## config.mk

```make
export PLATFORM = sky130hd
export DESIGN_NAME = run_sequencer
export DESIGN_NICKNAME = d
export VERILOG_FILES = /design/src/rtl/run_sequencer.sv
export SDC_FILE = /design/constraint.sdc
export NUM_CORES = 1
export LEC_CHECK = 0
export BUFFER_PORTS_ARGS = -buffer_cell sky130_fd_sc_hd__buf_2
export CAP_MARGIN = 5
export CORE_UTILIZATION = 50
export CTS_CLUSTER_DIAMETER = 100
export DETAILED_ROUTE_END_ITERATION = 8
export GPL_TIMING_DRIVEN = 0
export PLACE_DENSITY = 0.81
export SKIP_LAST_GASP = 1
export SYNTH_ARGS = -nofsm -noshare
export SYNTH_HDL_FRONTEND = slang
export SYNTH_SLANG_ARGS = --single-unit
```

## constraint.sdc

```tcl
create_clock -name clk_i -period 3.2 [get_ports clk_i]
set_input_delay 0.8 -clock clk_i [delete_from_list [all_inputs] [get_ports clk_i]]
set_output_delay 0.8 -clock clk_i [all_outputs]
set_load 0.005 [all_outputs]
```

## src/rtl/run_sequencer.sv

```systemverilog
// Run-length sequencer: counts enabled cycles from start up to a live terminal
// value, one-shot or wrapping, with mark comparators and a saturating wrap counter.

module run_sequencer_mark #(
  parameter int WIDTH = 32
) (
  input  logic             busy_i,
  input  logic [WIDTH-1:0] count_i,
  input  logic [WIDTH-1:0] mark_i,
  output logic             hit_o
);
  assign hit_o = busy_i && (count_i == mark_i);
endmodule

module run_sequencer #(
  parameter int WIDTH     = 32,
  parameter int NUM_MARKS = 2,
  parameter int WRAP_W    = 8
) (
  input  logic                       clk_i,
  input  logic                       reset_i,
  input  logic                       start_i,
  input  logic                       abort_i,
  input  logic                       en_i,
  input  logic                       mode_wrap_i,
  input  logic [WIDTH-1:0]           last_value_i,
  input  logic [NUM_MARKS*WIDTH-1:0] mark_value_i,
  output logic [WIDTH-1:0]           count_o,
  output logic                       busy_o,
  output logic                       done_o,
  output logic                       done_pulse_o,
  output logic [NUM_MARKS-1:0]       mark_hit_o,
  output logic [NUM_MARKS-1:0]       mark_seen_o,
  output logic [WRAP_W-1:0]          wrap_count_o
);
  localparam logic [1:0] S_IDLE = 2'd0;
  localparam logic [1:0] S_RUN  = 2'd1;
  localparam logic [1:0] S_DONE = 2'd2;

  logic [1:0]           state_q, state_d;
  logic [WIDTH-1:0]     count_q, count_d;
  logic [WRAP_W-1:0]    wrap_q, wrap_d;
  logic [NUM_MARKS-1:0] seen_q, seen_d;
  logic                 pulse_q, pulse_d;
  logic                 mode_q, mode_d;
  logic [NUM_MARKS-1:0] hit;

  assign busy_o = (state_q == S_RUN);
  assign done_o = (state_q == S_DONE);

  for (genvar i = 0; i < NUM_MARKS; i++) begin : g_mark
    run_sequencer_mark #(.WIDTH(WIDTH)) u_mark (
      .busy_i  (busy_o),
      .count_i (count_q),
      .mark_i  (mark_value_i[i*WIDTH +: WIDTH]),
      .hit_o   (hit[i])
    );
  end

  always_comb begin
    state_d = state_q;
    count_d = count_q;
    wrap_d  = wrap_q;
    seen_d  = seen_q;
    mode_d  = mode_q;
    pulse_d = 1'b0;
    if (abort_i) begin
      state_d = S_IDLE;
      count_d = '0;
    end else if (start_i) begin
      state_d = S_RUN;
      count_d = '0;
      wrap_d  = '0;
      seen_d  = '0;
      mode_d  = mode_wrap_i;
    end else if (state_q == S_RUN) begin
      // Marks latch on stall cycles too, since hit is independent of en.
      seen_d = seen_q | hit;
      if (en_i) begin
        // >= lets a lowered last_value end the run on the next enabled cycle.
        if (count_q >= last_value_i) begin
          pulse_d = 1'b1;
          if (mode_q) begin
            count_d = '0;
            if (wrap_q != {WRAP_W{1'b1}}) wrap_d = wrap_q + WRAP_W'(1);
          end else begin
            state_d = S_DONE;
          end
        end else begin
          count_d = count_q + WIDTH'(1);
        end
      end
    end
  end

  always_ff @(posedge clk_i) begin
    if (!reset_i) begin
      state_q <= S_IDLE;
      count_q <= '0;
      wrap_q  <= '0;
      seen_q  <= '0;
      pulse_q <= 1'b0;
      mode_q  <= 1'b0;
    end else begin
      state_q <= state_d;
      count_q <= count_d;
      wrap_q  <= wrap_d;
      seen_q  <= seen_d;
      pulse_q <= pulse_d;
      mode_q  <= mode_d;
    end
  end

  assign count_o      = count_q;
  assign done_pulse_o = pulse_q;
  assign mark_hit_o   = hit;
  assign mark_seen_o  = seen_q;
  assign wrap_count_o = wrap_q;
endmodule

```

; After elaboration in Yosys (flattened, before gate mapping)
; Index checks and enable logic that the tools add are counted.
[classes]
n_addsub = 2
n_lt_le_gt_ge = 1
eq_ne = 7
muxes = 16
n_bitwise = 6
n_reduce_logical = 16
[op_table]
columns = cell, n
row1 = $eq 32x32->1, 2
row2 = $mux 32, 2
row3 = $mux 8, 6
row4 = $add 32x1->32 const B, 1
row5 = $ge 32x32->1, 1
row6 = $reduce_bool 2->1, 5
row7 = $add 8x1->8 const B, 1
row8 = $ne 8x8->1 const B, 1
row9 = $reduce_and 4->1, 2
row10 = $mux 1, 6
row11 = $reduce_and 6->1, 1
row12 = $not 1->1, 5
row13 = $reduce_or 5->1, 1
row14 = $mux 2, 2
row15 = $ne 2x2->1 const B, 2
row16 = $reduce_and 2->1, 2
row17 = $reduce_and 3->1, 1
row18 = $reduce_or 3->1, 1
row19 = $eq 2x1->1 const B, 1
row20 = $eq 2x2->1 const B, 1
row21 = $logic_and 1x1->1, 2
row22 = $or 2x2->2, 1
row23 = $reduce_or 2->1, 1
[totals]
ff_bits = 46
input_bits = 102
out_inout_bits = 47
word_cells = 55

; Longest topological paths before layout
; Gate-level depths: netlist (run 1).
[logic_depth]
depth_word = 7
ltp_mapped = 10
ltp_nobuf = 9

; Modules after synthesis
; From an unflattened synthesis (run 1), not the netlist that was laid out.
[hier_totals]
cells_unflattened = 488
hier_area_um2 = 3922.5
[by_module_without_submodules]
columns = mod, n_inst, cells_each, area_each_um2, seq_area_each_um2
row1 = run_sequencer, 1, 400, 3211.8, 920.9
row2 = run_sequencer_mark, 2, 44, 355.3, 0.0

; Worst setup path after synthesis (run 1)
; OpenSTA, ideal clock, no wires.
[synth_path]
path_kind = input-to-reg
start = in last_value_i[9]
end = reg count_q[28] (netlist: count_o[28])
setup_ns = 0.070
t_arrival_ns = 2.910
t_required_ns = 3.130
slack_ns = 0.220
path_stages = 10
n_path_buf = 1
cell_sequence = inv_1 ha_1 a21o_1 a221o_1 a21oi_2 a311oi_4 or2_0 buf_2 or4_1 a21oi_1
[synth_between]
elab_chain_cells = 3
word_cells_on_any_way = 4
classes_between = order compare: 1 / eq/ne: 1 / mux: 1 / reduce/logical: 1
[synth_lines]
columns = item, line_no
row1 = start: declaration, 26  ; input logic [WIDTH-1:0] last_value_i,
row2 = $ge 32x32->1 *, 81  ; if (count_q >= last_value_i) begin
row3 = $ne 2x2->1 (no source line), -
row4 = $reduce_and 3->1 (no source line), -
row5 = end signal: assignment, 106  ; count_q <= count_d;
row6 = end: declaration, 41  ; logic [WIDTH-1:0] count_q, count_d;
; Every way passes the cells marked *; elsewhere a longest branch is shown, timed or not.
; A chain may end at the register's enable or synchronous reset.

; Final worst setup path (run 1)
[layout_path]
start = reg count_q[16] (netlist: count_o[16])
end = out mark_hit_o[0]
[layout_between]
elab_chain_cells = 2
[layout_lines]
columns = item, line_no
row1 = $eq 32x32->1, 12  ; assign hit_o = busy_i && (count_i == mark_i);
row2 = $logic_and 1x1->1, 12
row3 = end: declaration, 32  ; output logic [NUM_MARKS-1:0] mark_hit_o,
; Every way passes these cells.

==> results.toml, run 1 <==
[power]
power.leakage_nw = 2.24
cellPowerDensity_nw_per_um2 = 241
irDropWorstVdd_uv = 190

[synth]
synthesis.area_um2 = 3930
synthesis.instances = 488
synth_enable_flop_cells = 0
synth.yosys.warnings = 0
synth-seq-area-share_pct = 23.5
yosys-top-cells-count = "xnor2_1 (68), dfxtp_1 (46), inv_1 (45), nand2_1 (38), ha_1 (34)"
synth_most_common_cell = "xnor2_1"
yosys_register_bits = 46
netlist-cell-type-count = 57
synth_top_area_cell = "dfxtp_1"
synth.net_count = 624
async_flop_share_pct = 0
synthDominantCellAreaShare_pct = 23.5
ys.flop_type = "dfxtp_1"
top_area_cells_in_the_synthesized_netlist = "dfxtp_1 (23%), xnor2_1 (15%), ha_1 (11%)"
synth_area_per_cell_um2 = 8.04

[cts]
cts_root_buffer = "clkbuf_8"
clock-sinks = 46
clkSlewWorstSetupHoldPaths_ps = 90
cts_tree = "yes"
htree_num_levels = 2
clk_lat_worst_skew_ps = 310
tritoncts.num_buffers = 5
max-clock-path-buffers = 2

[global_routing]
first_global_vias = 4029
grt_use_met2_pct = 53.1
globalRoute.totalOverflow = 0
first_pass_grt_wire_length_um = 19200
number_of_antenna_violations_at_the_first_check_in_global_routing = 0
grt.total_usage_pct = 29.1
top_usage_layer = "met2"
pin_count_of_the_biggest_net_entering_global_routing = 15
globalRouteMet1Util_pct = 35.4
groute.layer.met3.usage_pct = 3.20

[sta]
min_period_over_period_pct = 98.9
max_slew.worst_pin.slew_ps = 546
final.setup_skew_ps = 6.77
timing.hold.ws_ps = 483
period_minus_slack_ps = 3160
worst_slew_margin_rel_pct = 63.3
setup_viol = 0
drv_slew = 0
report.final.hold_viol_count = 0
clock.fmax_ghz = 0.316

[final_layout]
final_net_count = 779
utilization_pct = 67.5
multi_input_comb_area_um2 = 2800
drive_gt1_share_pct = 32.3
antenna-diode-count = 0
synthToLayoutAreaGrowth_pct = 27.4
seq_area_um2 = 922
fill_count = 669

[critical_path]
buffer_and_inverter_count_on_the_worst_path = 2
timing.critical_path.cells = "xnor2_1, nand4_1, nor4_2, nand3_1, nor4_4, buf_4, buf_2"
worst_r2r_startpoint = "count_o[11]"
worst_ep_arrival_time_ps = 2360
worst_ep_required_time_ps = 2400
setup.worst_path.start_class = "flip-flop"
register_to_register_path_setup_slack_ps = 190
crit_path_top_delay_cell = "dfxtp_1"
cp_max_fo = 7
endpoint = "mark_hit_o[0]"
critical-path-max-stage-delay_ps = 590
worst_setup_path_end_kind = "output port"
r2r.worst_path.cells = 9
crit-reg2reg-capture = "count_o[9]"
path_delay_family = "simple AND/OR/NAND/NOR gates"
critPathLaunch = "count_o[16]"
number_of_stages_on_the_worst_setup_path = 7
critical_path_class = "flip-flop to output port"

[routing]
firstDrtPassIters = 5
drt.antenna.violating_nets = 0
routed_via_density = 5.67
detail_route.wirelength_um = 12200
drt-wirelength-per-cell_um = 16.4
drt_first_iter_violations = 290
drcViolationCount = 0
total_via_count_after_detailed_routing = 4216

[floorplan]
io_pins = 149
die_height_um = 90.6
row_cnt = 31
die_w_um = 90.6
start_util_pct = 53.0
core_area_um2 = 7410
design.die.area_um2 = 8210

[placed_design]
globalplace.congestion = 0.922
placement.io_buffers = 148
dp_hpwl_um = 9710

[run]
max_cap_violations = 0

[worst_hold_path]
worst_hold_path_type = "flip-flop to flip-flop"

[outcome]
status = "finished, final reports clean"
## flip-flops by register name (all words and copies together), names as in the netlist
| signal | flops |
|---|---|
| state_q | 2 |
| done_pulse_o | 1 |
| count_o | 32 |
| wrap_count_o | 8 |
| mark_seen_o | 2 |
| mode_q | 1 |
## what timing repair did
item,in CTS,in global routing
pin swaps,1,1
gates resized for setup,7,14
setup endpoints to repair,13,25
buffers inserted,0,0
hold buffers,0,0
## metrics by stage
stage	std cells	total power, mW	cell area [um2]	setup WS, ps	TNS [ps]
2_1_floorplan	488	0.670	3930	220	0
3_3_place_gp	735	0.756	4790	-329	-9670
3_5_place_dp	735	0.761	4790	-376	-10840
4_1_cts	743	1.20	4940	1.40	0
5_1_grt	743	1.25	5000	-31.0	-31.0
6_report	743	1.20	5000	36.2	0
## report_power, final
group          switching, mW  leakage, nW  internal, mW
clock network          0.215       0.0514         0.233
logic                 0.0851         1.81        0.0933
registers            0.00234        0.371         0.573
## layout by cell type (no fill, tap or decap), drive strengths merged, types with 2 or more instances in the layout
| cell | count |
|---|---|
| ha | 34 |
| clkbuf | 16 |
| nand3 | 17 |
| o21a | 3 |
| nor2b | 8 |
| nor4b | 4 |
| or3 | 6 |
| a21oi | 35 |
| a21o | 2 |
| buf | 162 |
| nand4 | 25 |
| xnor2 | 68 |
| o22ai | 4 |
| and2 | 5 |
| or4 | 7 |
| nand2b | 4 |
| nand3b | 2 |
| o211ai | 7 |
| and3 | 4 |
| or3b | 2 |
| o41ai | 2 |
| nor2 | 26 |
| o21ai | 13 |
| inv | 45 |
| o31ai | 8 |
| nor4 | 16 |
| dfxtp | 46 |
| or2 | 3 |
| nand2 | 38 |
| or4b | 2 |
| nor3 | 7 |
| and4 | 2 |
| xor2 | 9 |
## layout make-up
cell class,count,area share (%)
multi-input cells,373,56.0
repair buffers,148,14.8
plain buffers,24,2.70
clock buffers,6,1.45
clock inverters,2,0.751
well taps,99,2.48
flip-flops and latches,46,18.4
inverters,45,3.38
## worst register-to-register path: cells and delay by family (launching register included)
kind,cells,cell delay [ps]
and+or+nand+nor,3,930
AOI/OAI and AO/OA,4,910
DFF,1,590
adders and majority gates,1,330
buffers and inverters,1,170
## per-layer routing
layer	routed length, um	vias up
li1	-	2032
met1	4940	1986
met2	6130	173
met3	837	25
met4	252	0
met5	0	-
## worst min path at each step
stage	endpoint	slack, ps	startpoint	cells past startpoint
finish	mark_seen_o[0]	480	mark_seen_o[0]	2
global route	mark_seen_o[0]	510	mark_seen_o[0]	2
CTS	mark_seen_o[0]	480	mark_seen_o[0]	2
detailed placement	mark_seen_o[0]	460	mark_seen_o[0]	2
global placement	mark_seen_o[0]	450	mark_seen_o[0]	2
floorplan	state_q[0]	440	state_q[0]	2
## kinds of logic after synthesis
| kind of cell | synth area share, % |
|---|---|
| mux | 0.255 |
| simple gates | 26.8 |
| fa+ha+maj | 10.8 |
| flops | 23.5 |
| buf+inv | 7.55 |
| xor+xnor | 17.2 |
| compound gates | 13.9 |
Note: power is estimated with default switching activity, not from simulation.
==> run 2: changes to the inputs <==
--- a/config.mk
+++ b/config.mk
@@ -7,11 +7,10 @@
 export LEC_CHECK = 0
 export BUFFER_PORTS_ARGS = -buffer_cell sky130_fd_sc_hd__buf_2
 export CAP_MARGIN = 5
-export CORE_UTILIZATION = 50
+export CORE_UTILIZATION = 30
 export CTS_CLUSTER_DIAMETER = 100
 export DETAILED_ROUTE_END_ITERATION = 8
 export GPL_TIMING_DRIVEN = 0
-export PLACE_DENSITY = 0.81
 export SKIP_LAST_GASP = 1
 export SYNTH_ARGS = -nofsm -noshare
 export SYNTH_HDL_FRONTEND = slang
==> run 2 against run 1 <==
  * Total power is 20% higher
  * Flip-flop and latch count unchanged
  * Worst setup slack better by 71 ps
  * Clock power increased by 54%
  * Non-clock buffer count is 1 higher
  * Die area grew 65%
  * Clock skew decreased by 1.1 ps
  * First-iteration DRC count decreased by 42%
  * Worst hold slack better by 2.0 ps
  * Clock-buffer cell count unchanged
  * Fmax grew 2.3%
  * Critical path type is now input pin to flip-flop
  * Critical endpoint is now count_o[22]
  * Largest cell class unchanged
  * Largest power group is now the clock network
  * Highest routed layer unchanged
==> results.toml, run 2 (synthesis gave the netlist of run 1 again) <==
[outcome]
status = "finished, final reports clean"

[final_layout]
number_of_flip_flops_under_the_largest_register_name = 32
layout_commonest_cell = "buf_2"
layoutNonFillerInstCount = 817
postLayoutCellArea_um2 = 5170
seq_area_um2 = 922
drive_gt1_share_pct = 32.6
synthToLayoutAreaGrowth_pct = 31.7
fill_count = 1337
multi_input_comb_area_um2 = 2780
final_net_count = 780
final_cell_mix = "buf_2 (158), xnor2_1 (66), inv_1 (45), dfxtp_1 (45), nand2_1 (37)"
antenna-diode-count = 0

[global_routing]
pin_count_of_the_biggest_net_entering_global_routing = 15
first_global_vias = 3942
grt.total_usage_pct = 19.4
first_pass_grt_wire_length_um = 19900
number_of_antenna_violations_at_the_first_check_in_global_routing = 0
globalRoute.totalOverflow = 0

[sta]
setup_viol = 0
worst_slack_ps = 107
min_period_over_period_pct = 96.6
final.setup_skew_ps = 5.71
report.final.hold_viol_count = 0
period_minus_slack_ps = 3090
setup_repair_after_global_routing_missed_its_margin = "true"
drv_slew = 0
clock.fmax_ghz = 0.323
worst_slew_margin_rel_pct = 63.6
max_slew.worst_pin.slew_ps = 541
tns_ps = 0

[critical_path]
worst_ep_required_time_ps = 3380
cp_max_fo = 10
setup.worst_path.start_class = "input pin"
worst_setup_path_end_kind = "flip-flop"
critical_path_class = "input pin to flip-flop"
worst_ep_arrival_time_ps = 3270

[power]
power.share.sequential_pct = 39.8
combPwrFrac_pct = 12.3
power_switching_share_pct = 21.5
power.leakage_nw = 2.27
irDropWorstVdd_uv = 199
report.power.total_mw = 1.45
p_sw_uw = 311
cellPowerDensity_nw_per_um2 = 280
power_frac_clock_pct = 47.8
power.internal_mw = 1.14

[cts]
cts_root_buffer = "clkbuf_16"
htree_num_levels = 2
clock-sinks = 46
clk_lat_worst_skew_ps = 290
tritoncts.num_buffers = 5
clkSlewWorstSetupHoldPaths_ps = 60
max-clock-path-buffers = 2
cts_tree = "yes"

[routing]
total_via_count_after_detailed_routing = 4089
drcViolationCount = 0
detail_route.wirelength_um = 13200
routed_via_density = 5.00
drt-wirelength-per-cell_um = 16.1
firstDrtPassIters = 4
drt_first_iter_violations = 169
drt.antenna.violating_nets = 0

[worst_hold_path]
worst_hold_path_type = "flip-flop to flip-flop"

[floorplan]
row_cnt = 41
start_util_pct = 31.0
design.die.area_um2 = 13500
core_area_um2 = 12700
die_height_um = 116
die_w_um = 116
io_pins = 149

[placed_design]
post_dp_cell_area_um2 = 4880
globalplace.congestion = 0.890
placement.io_buffers = 148
place_worst_setup_slack_ps = -395
dp_cells = 808
dp_hpwl_um = 10900

[run]
max_cap_violations = 0
## run 2: critical path, cell delays in order
cell and delay, ps:
buf_2 80, inv_1 30, ha_1 290, and4_1 240
nand4_1 170, a2111o_1 390, a31oi_2 320, nor2_1 160
o31ai_2 310, clkbuf_4 280, o21ba_2 180
## run 2: metal layers
metal  vias up  global-route usage (%)  share of wire [%]
met5         -                       0                  0
met4         0                    7.69                3.1
met3        18                    1.92                4.7
met2       134                    34.2                 49
met1      1907                    24.2                 44
li1       2030                       -                  -
## run 2: final cells by class
cell class	count	area share, %
multi-input cells	373	53.8
flip-flops and latches	46	17.8
repair buffers	149	14.5
well taps	172	4.16
inverters	45	3.27
clock buffers	6	2.69
plain buffers	24	2.61
clock inverters	2	1.16
## run 2: what timing repair did
item                       in CTS  in global routing
buffers inserted                0                  1
gates resized for setup        13                  5
hold buffers                    0                  0
setup endpoints to repair      22                 15
pin swaps                       1                  6
cloned                          0                  0
## run 2: worst paths after layout
path                         start              to  slack [ps]  cells after the start
hold / removal      mark_seen_o[1]  mark_seen_o[1]         490                      2
hold reg to reg     mark_seen_o[1]  mark_seen_o[1]         490                      2
setup reg to reg       count_o[31]      count_o[9]         130                      9
setup / recovery  last_value_i[13]     count_o[22]         110                     11
## run 2: per-stage QoR
stage,util [%],hold WS (ps)
final,40.8,485
after global placement,38.5,454
after CTS,40.6,479
after detailed placement,38.5,464
after global routing,40.8,503
after floorplan,-,445
## run 2: power by group through the flow
stage / Sequential (mW) / Clock, mW / Combinational, mW
3_5_place_dp: 0.589 / 0 / 0.175
3_3_place_gp: 0.589 / 0 / 0.171
4_1_cts: 0.576 / 0.704 / 0.179
6_report: 0.576 / 0.692 / 0.178
2_1_floorplan: 0.588 / 0 / 0.0824
5_1_grt: 0.576 / 0.724 / 0.198
==> run 3: changes to the inputs <==
--- a/config.mk
+++ b/config.mk
@@ -8,6 +8,7 @@
 export BUFFER_PORTS_ARGS = -buffer_cell sky130_fd_sc_hd__buf_2
 export CAP_MARGIN = 5
 export CORE_UTILIZATION = 30
+export CTS_BUF_LIST = sky130_fd_sc_hd__clkbuf_8
 export CTS_CLUSTER_DIAMETER = 100
 export DETAILED_ROUTE_END_ITERATION = 8
 export GPL_TIMING_DRIVEN = 0
==> run 3 against run 2 <==
  * Combinational power about the same
  * Critical path type is now input pin to output port
  * Largest cell class unchanged
  * Register-to-register slack about the same
  * Critical endpoint is now mark_hit_o[1]
  * Design area down 0.58%
  * Wire length up 0.49%
==> results.toml, run 3 (synthesis gave the netlist of run 1 again) <==
[cts]
clk_lat_worst_skew_ps = 310
tritoncts.num_buffers = 5
hold_fix_buffers_cts = 0
clock-sinks = 46
clkSlewWorstSetupHoldPaths_ps = 90
htree_num_levels = 2
cts_root_buffer = "clkbuf_8"
max-clock-path-buffers = 2
cts_tree = "yes"

[global_routing]
pin_count_of_the_biggest_net_entering_global_routing = 15
first_global_vias = 3951
first_pass_grt_wire_length_um = 20000
number_of_antenna_violations_at_the_first_check_in_global_routing = 0
globalRoute.totalOverflow = 0
grt.total_usage_pct = 19.6

[placed_design]
dp_hpwl_um = 10900
post_dp_cell_area_um2 = 4880
globalplace.congestion = 0.890
placement.io_buffers = 148
place_worst_setup_slack_ps = -395
dp_cells = 808

[power]
power.leakage_nw = 2.26
combPwrFrac_pct = 13.8
irDropWorstVdd_uv = 155
power.share.sequential_pct = 44.1
cellPowerDensity_nw_per_um2 = 254
p_sw_uw = 305
power_frac_clock_pct = 42.2
power_switching_share_pct = 23.4
power.internal_mw = 1.00

[final_layout]
final_cell_mix = "buf_2 (158), xnor2_1 (64), inv_1 (45)"
drive_gt1_share_pct = 33.1
postLayoutCellArea_um2 = 5140
utilization_pct = 40.6
antenna-diode-count = 0
number_of_flip_flops_under_the_largest_register_name = 32
fill_count = 1336
final_net_count = 781
layout_commonest_cell = "buf_2"
layoutNonFillerInstCount = 818
synthToLayoutAreaGrowth_pct = 31.0

[floorplan]
start_util_pct = 31.0
row_cnt = 41
io_pins = 149
die_w_um = 116
design.die.area_um2 = 13500
die_height_um = 116
core_area_um2 = 12700

[critical_path]
cp_max_fo = 2
worst_ep_arrival_time_ps = 2300
critical_path_class = "input pin to output port"
r2r.worst_path.cells = 9
worst_ep_required_time_ps = 2400
worst_setup_path_end_kind = "output port"
setup.worst_path.start_class = "input pin"

[sta]
period_minus_slack_ps = 3100
setup_repair_after_global_routing_missed_its_margin = "false"
setup_viol = 0
worst_slew_margin_rel_pct = 62.8
final.setup_skew_ps = 8.99
tns_ps = 0
clock.fmax_ghz = 0.323
worst_slack_ps = 103
max_slew.worst_pin.slew_ps = 554
drv_slew = 0
report.final.hold_viol_count = 0
min_period_over_period_pct = 96.8

[outcome]
status = "finished, final reports clean"

[routing]
drt-wirelength-per-cell_um = 16.2
total_via_count_after_detailed_routing = 4072
drt_first_iter_violations = 171
drcViolationCount = 0
detail_route.wirelength_um = 13200
firstDrtPassIters = 4
routed_via_density = 4.98
drt.antenna.violating_nets = 0

[worst_hold_path]
worst_hold_path_type = "flip-flop to flip-flop"
hold_depth = 2

[run]
max_cap_violations = 0
[run 3: final timing paths]
kind	startpoint	endpoint	slack (ps)
hold / removal	mark_seen_o[1]	mark_seen_o[1]	490
hold reg to reg	mark_seen_o[1]	mark_seen_o[1]	490
setup / recovery	mark_value_i[57]	mark_hit_o[1]	100
setup reg to reg	count_o[11]	count_o[9]	120
[run 3: critical path, cell delays in order]
cell and delay (ps):
buf_2 110, xnor2_2 240, nand4_1 220, nor4_2 250, nand4_1 200, nor4_4 220, buf_4 150, buf_2 100
[run 3: cell type report]
cell class              count  area, um2  share of cell area, %
inverters                  45        169                   3.29
clock buffers               6       82.6                   1.61
plain buffers              24        138                   2.68
multi-input cells         373       2800                   54.4
repair buffers            150        756                   14.7
flip-flops and latches     46        923                   18.0
well taps                 172        215                   4.19
clock inverters             2       60.1                   1.17
[run 3: per-stage QoR]
step / power [mW] / hold WS, ps
floorplan: 0.670 / 445
global placement: 0.760 / 454
detailed placement: 0.764 / 464
CTS: 1.31 / 485
global route: 1.35 / 510
finish: 1.31 / 487
[run 3: power by group through the flow]
stage | Sequential, mW | Clock (mW) | Combinational [mW]
2_1_floorplan | 0.588 | 0 | 0.0824
3_3_place_gp | 0.589 | 0 | 0.171
3_5_place_dp | 0.589 | 0 | 0.175
4_1_cts | 0.576 | 0.553 | 0.179
5_1_grt | 0.576 | 0.579 | 0.199
6_report | 0.576 | 0.550 | 0.180
[run 3: layer usage]
layer	global-route usage, %	wire length [um]	up-vias
met4	8.55	453	0
met1	24.1	5700	1885
met5	0	0	-
met3	2.23	747	23
met2	34.2	6340	133
li1	-	-	2031
[run 3: repair_timing]
item	CTS	global route
setup endpoints to repair	18	21
gates resized for setup	12	11
buffers inserted	0	2
pin swaps	0	5
